## config.mk

```make
export PLATFORM = sky130hd
export DESIGN_NAME = mmult_param_flat
export DESIGN_NICKNAME = d
export VERILOG_FILES = /design/src/rtl/mmult_param_if.sv /design/src/rtl/mmult_param.sv /design/src/flat_wrapper.sv
export SDC_FILE = /design/constraint.sdc
export NUM_CORES = 1
export LEC_CHECK = 0
export ABC_AREA = 0
export BUFFER_PORTS_ARGS = -buffer_cell sky130_fd_sc_hd__buf_2
export CAP_MARGIN = 40
export CORE_ASPECT_RATIO = 1.75
export CORE_MARGIN = 2
export CORE_UTILIZATION = 40
export DETAILED_ROUTE_END_ITERATION = 10
export GPL_ROUTABILITY_DRIVEN = 1
export PLACE_DENSITY_LB_ADDON = 0.2
export SKIP_CTS_REPAIR_TIMING = 1
export SYNTH_ARGS = -nofsm -noshare
export SYNTH_HDL_FRONTEND = slang
export SYNTH_SLANG_ARGS = --single-unit
export TNS_END_PERCENT = 30
```

## constraint.sdc

```tcl
create_clock -name clk -period 25 [get_ports clk]
set_clock_uncertainty 0.1 [all_clocks]
set_input_delay 1.25 -clock clk [delete_from_list [all_inputs] [get_ports clk]]
set_output_delay 1.25 -clock clk [all_outputs]
set_load 0.005 [all_outputs]
```

## src/rtl/mmult_param_if.sv

```systemverilog
// mmult_param_if: handshake and operand/result bus of the N x N matrix multiplier
//   master: drives start, a_mat, b_mat, ack; sees busy, valid, c_mat
//   slave : the multiplier side of the same signals
interface mmult_param_if #(
    parameter int N     = 3,
    parameter int DW    = 8,
    parameter int ACC_W = 2*DW + $clog2(N)
);
    logic                 start;
    logic                 ack;
    logic                 busy;
    logic                 valid;
    logic [N*N*DW-1:0]    a_mat;
    logic [N*N*DW-1:0]    b_mat;
    logic [N*N*ACC_W-1:0] c_mat;

    modport master (output start, a_mat, b_mat, ack, input busy, valid, c_mat);
    modport slave  (input start, a_mat, b_mat, ack, output busy, valid, c_mat);
endinterface

```

## src/rtl/mmult_param.sv

```systemverilog
// mmult_param: N x N integer matrix multiplier C = A x B, one result element per cycle
//   clk       rising-edge clock
//   reset_n   synchronous active-low reset
//   bus.slave start/a_mat/b_mat/ack in, busy/valid/c_mat out; matrices row-major, element 0 at MSB end
//   MMULT_SIGNED_EN: when defined, operands and results are two's-complement
module mmult_param #(
    parameter int N     = 3,
    parameter int DW    = 8,
    parameter int ACC_W = 2*DW + $clog2(N)
) (
    input logic          clk,
    input logic          reset_n,
    mmult_param_if.slave bus
);
    localparam int NN = N*N;
    localparam int KW = $clog2(NN);
    localparam int RW = $clog2(N);

    typedef enum logic [1:0] {IDLE, COMPUTE, DONE} state_t;

    state_t           state, state_nx;
    logic [KW-1:0]    k;
    logic [RW-1:0]    row, col;
    logic [DW-1:0]    a_el [N][N];
    logic [DW-1:0]    b_el [N][N];
    logic [ACC_W-1:0] c_el [NN];
    logic [ACC_W-1:0] dot;
    logic             last;

    // Extending to ACC_W before multiplying keeps the low ACC_W bits of every
    // product exact in both unsigned and two's-complement arithmetic.
    function automatic logic [ACC_W-1:0] ext(input logic [DW-1:0] x);
`ifdef MMULT_SIGNED_EN
        return ACC_W'($signed(x));
`else
        return ACC_W'(x);
`endif
    endfunction

    assign last = (k == KW'(NN-1));

    always_comb begin
        dot = '0;
        for (int j = 0; j < N; j++)
            dot = dot + ext(a_el[row][j]) * ext(b_el[j][col]);
    end

    always_comb begin
        bus.c_mat = '0;
        for (int i = 0; i < NN; i++)
            bus.c_mat[(NN-i)*ACC_W-1 -: ACC_W] = c_el[i];
    end

    always_ff @(posedge clk) begin
        if (!reset_n)
            state <= IDLE;
        else
            state <= state_nx;
    end

    always_comb begin
        state_nx  = state;
        bus.busy  = 1'b0;
        bus.valid = 1'b0;
        case (state)
            IDLE:    state_nx = bus.start ? COMPUTE : IDLE;
            COMPUTE: begin
                bus.busy = 1'b1;
                state_nx = last ? DONE : COMPUTE;
            end
            DONE:    begin
                bus.busy  = 1'b1;
                bus.valid = 1'b1;
                state_nx  = bus.ack ? IDLE : DONE;
            end
            default: state_nx = IDLE;
        endcase
    end

    // row/col track k/N and k%N so no divider is needed; k holds at the last element.
    always_ff @(posedge clk) begin
        if (!reset_n) begin
            k   <= '0;
            row <= '0;
            col <= '0;
            for (int i = 0; i < NN; i++)
                c_el[i] <= '0;
        end else if (state == IDLE && bus.start) begin
            k   <= '0;
            row <= '0;
            col <= '0;
            for (int r = 0; r < N; r++)
                for (int c = 0; c < N; c++) begin
                    a_el[r][c] <= bus.a_mat[(NN-(r*N+c))*DW-1 -: DW];
                    b_el[r][c] <= bus.b_mat[(NN-(r*N+c))*DW-1 -: DW];
                end
        end else if (state == COMPUTE) begin
            c_el[k] <= dot;
            if (!last) begin
                k   <= k + 1'b1;
                col <= (col == RW'(N-1)) ? '0 : col + 1'b1;
                row <= (col == RW'(N-1)) ? row + 1'b1 : row;
            end
        end
    end
endmodule

```

## src/flat_wrapper.sv

```systemverilog
// flat-port wrapper written by rule: the top's interface ports become plain ports
module mmult_param_flat 
#(
    parameter int N     = 3,
    parameter int DW    = 8,
    parameter int ACC_W = 2*DW + $clog2(N)
)
  (clk, reset_n, bus_start, bus_a_mat, bus_b_mat, bus_ack, bus_busy, bus_valid, bus_c_mat);
  mmult_param_if #(.N(N), .DW(DW), .ACC_W(ACC_W)) bus_i ();
  input logic clk;
  input logic reset_n;
  input wire logic [$bits(bus_i.start)-1:0] bus_start;
  input wire logic [$bits(bus_i.a_mat)-1:0] bus_a_mat;
  input wire logic [$bits(bus_i.b_mat)-1:0] bus_b_mat;
  input wire logic [$bits(bus_i.ack)-1:0] bus_ack;
  output wire logic [$bits(bus_i.busy)-1:0] bus_busy;
  output wire logic [$bits(bus_i.valid)-1:0] bus_valid;
  output wire logic [$bits(bus_i.c_mat)-1:0] bus_c_mat;
  assign bus_i.start = bus_start;
  assign bus_i.a_mat = bus_a_mat;
  assign bus_i.b_mat = bus_b_mat;
  assign bus_i.ack = bus_ack;
  assign bus_busy = bus_i.busy;
  assign bus_valid = bus_i.valid;
  assign bus_c_mat = bus_i.c_mat;
  mmult_param #(.N(N), .DW(DW), .ACC_W(ACC_W)) u_core (.clk(clk), .reset_n(reset_n), .bus(bus_i));
endmodule
```

==> flow_summary.json <==
{
  "cap_violations": 0,
  "htree_levels": 1,
  "hold_depth": 2,
  "yosys.cell_types.count": 56,
  "vias_per_cell": 4.92,
  "startpoint_type": "register",
  "yosys_most_used_dff": "edfxtp_1",
  "grt_pass1_wl_um": 72800,
  "pin_count": 312,
  "r2r_end": "u_core.c_el[5][12]",
  "ys_seq_area_frac": 0.510,
  "cts_sinks": 318,
  "ys_warn_count": 0,
  "synth_top_area_cell": "edfxtp_1",
  "fin_ws_ps": 14800,
  "cp_max_fo": 28,
  "synth-seq-cells": 318,
  "cp_slowest_cell": "xnor2_1",
  "wl_per_cell_um": 19.2,
  "track_usage": 0.199,
  "wl_um": 47600,
  "drive_gt1_frac": 0.226,
  "synthXorXnorAreaFrac": 0.0142,
  "worstPathArrival_ps": 10400,
  "dp_slack_ps": 14730,
  "required_ps": 25200,
  "yosys-top-cells-count": "306 x edfxtp_1, 303 x nor2_1, 208 x inv_1, 147 x fa_1, 113 x ha_1",
  "finalCritPeriodShare": 0.408,
  "rsz0062_at_grt": "false",
  "cts_tree": "built",
  "setup_viol": 0,
  "netlist_top_cells_area": "edfxtp_1 50%, fa_1 16%, ha_1 7.6%",
  "post-route-min-period_ps": 10200,
  "reg2reg_slack_ps": 14800,
  "layout.nets": 2278,
  "dr.pass1.iters": 6,
  "endpoint_kind": "register",
  "cts-root-buf": "clkbuf_16",
  "grt_pass1_vias": 13100,
  "numCtsBuffers": 29,
  "muxShareOfSynthArea": 0.0271,
  "synth-edff-count": 306,
  "insertion_delay_ps": 590,
  "synth_top_cell_area_share": 0.497,
  "die_height_um": 288,
  "setup-tns-final_ps": 0,
  "clk_path_buf_depth": 3,
  "synthArstFlopShare": 0,
  "dp_hpwl_um": 38600,
  "portBuffers": 311,
  "critical_path_class": "reg -> reg",
  "netlist_instances": 1529,
  "rows": 104,
  "globalRoute.totalOverflow": 0,
  "worstMarginPinSlew_ps": 951,
  "yosysMostFrequentCell": "edfxtp_1",
  "synth_area_mm2": 0.0185,
  "cpPeakStageDelay_ps": 710,
  "antenna_found_initial": 2,
  "syn2layout_area_growth_pct": 18.4,
  "final_antenna_net_count": 0,
  "min_from": "u_core.row[1]",
  "grt_start_max_net_pins": 74,
  "avgSynthCellArea_um2": 12.1,
  "drcViolationCount": 0,
  "status": "completed",
  "ff2ff_path_depth": 31,
  "worstReg2RegStart": "u_core.col[0]",
  "final_max_slew_viol_count": 0,
  "synth-simple-area-share": 0.117,
  "die-area_mm2": 0.0480,
  "synth-compound-area-share": 0.0444,
  "fmax_mhz": 98.0,
  "synth_top_family_by_area": "adder cells",
  "place_congestion": 0.968,
  "vias": 12200,
  "synth_fa_ha_area_frac": 0.236,
  "cts.clk_slew.worst_paths_ps": 60,
  "hold_violations": 0,
  "start_util": 0.404,
  "fill_cells": 4226,
  "slew_headroom": 0.366,
  "drt-initial-drc-count": 688,
  "min_path_type": "reg -> reg",
  "syn_nets": 1937,
  "crit_path_frequent_cell": "fa_1",
  "die_w_um": 167,
  "fp.coreArea_mm2": 0.0458
}
==> placed cells by master (no fill, tap or decap), types with 29 or more instances in the layout <==
cell       instances
buf_2            312
edfxtp_1         306
nor2_1           303
inv_1            208
fa_1             147
ha_1             113
nand2_1           84
a21oi_1           52
mux2i_1           50
nand2b_1          38
clkbuf_16         29
==> through the flow <==
stage	hold WS, ps	util	instance area, um^2	cells
detailed placement	417	0.457	20900	2422
finish	426	0.478	21900	2476
global route	479	0.478	21900	2476
floorplan	385	-	18500	1529
CTS	432	0.478	21900	2474
global placement	408	0.453	20800	2407
==> sequential cells by signal, summed over array words and instances, names as in the netlist, named ones only <==
name and flops:
u_core.c_el 162, u_core.a_el 72, u_core.b_el 72, u_core.k 4, u_core.col 2, u_core.row 2
u_core.state 2
==> critical path, delay by kind of cell, from the launching register on <==
family	cells	cell delay [ps]
AO/OA/AOI/OAI	6	1310
adder cells (fa/ha/maj)	12	5630
buffers and inverters	6	700
flip-flops	1	340
XOR/XNOR	2	860
AND/OR/NAND/NOR	5	950
==> area by class of cell <==
type,count,area (um^2),area share
Antenna cell,2,5.00,0.000229
Clock buffer,34,744,0.0340
Clock inverter,18,216,0.00989
Inverter,212,796,0.0363
Multi-Input combinational cell,965,8110,0.371
Sequential cell,318,9430,0.431
Tap cell,583,729,0.0333
Timing Repair Buffer,344,1850,0.0847
==> logic make-up (layout without fill, tap and decap cells) <==
kind of cell | count (synthesis) | count (layout)
other | 0 | 2
DFF | 318 | 318
muxes | 50 | 50
xor gates and xnor gates | 27 | 27
AOI/OAI and AO/OA | 128 | 128
buffers and inverters | 246 | 608
adders and majority gates | 260 | 260
and+or+nand+nor | 500 | 500
==> metal layers <==
layer  share of wire  track usage  wire, um  up-vias
met5               0            0         0        -
met4           0.044       0.0830      2100        0
met3           0.040       0.0178      1920      101
met2            0.58        0.418     27800      399
met1            0.33        0.192     15700     5962
li1                -            -         -     5727
==> worst max-delay path by stage <==
stage / end / cells after the start / startpoint / slack, ps
6_report: u_core.c_el[5][12] / 31 / u_core.col[0] / 14800
5_1_grt: u_core.c_el[8][12] / 30 / register / 14000
4_1_cts: u_core.c_el[8][12] / 30 / register / 14710
3_5_place_dp: u_core.c_el[8][12] / 31 / u_core.col[0] / 14730
3_3_place_gp: u_core.c_el[0][8] / 29 / u_core.col[0] / 14250
2_1_floorplan: u_core.c_el[0][12] / 32 / register / 15800
Power is not shown: default switching activity piles up to over one toggle a cycle in this logic, so the estimate is an artifact.
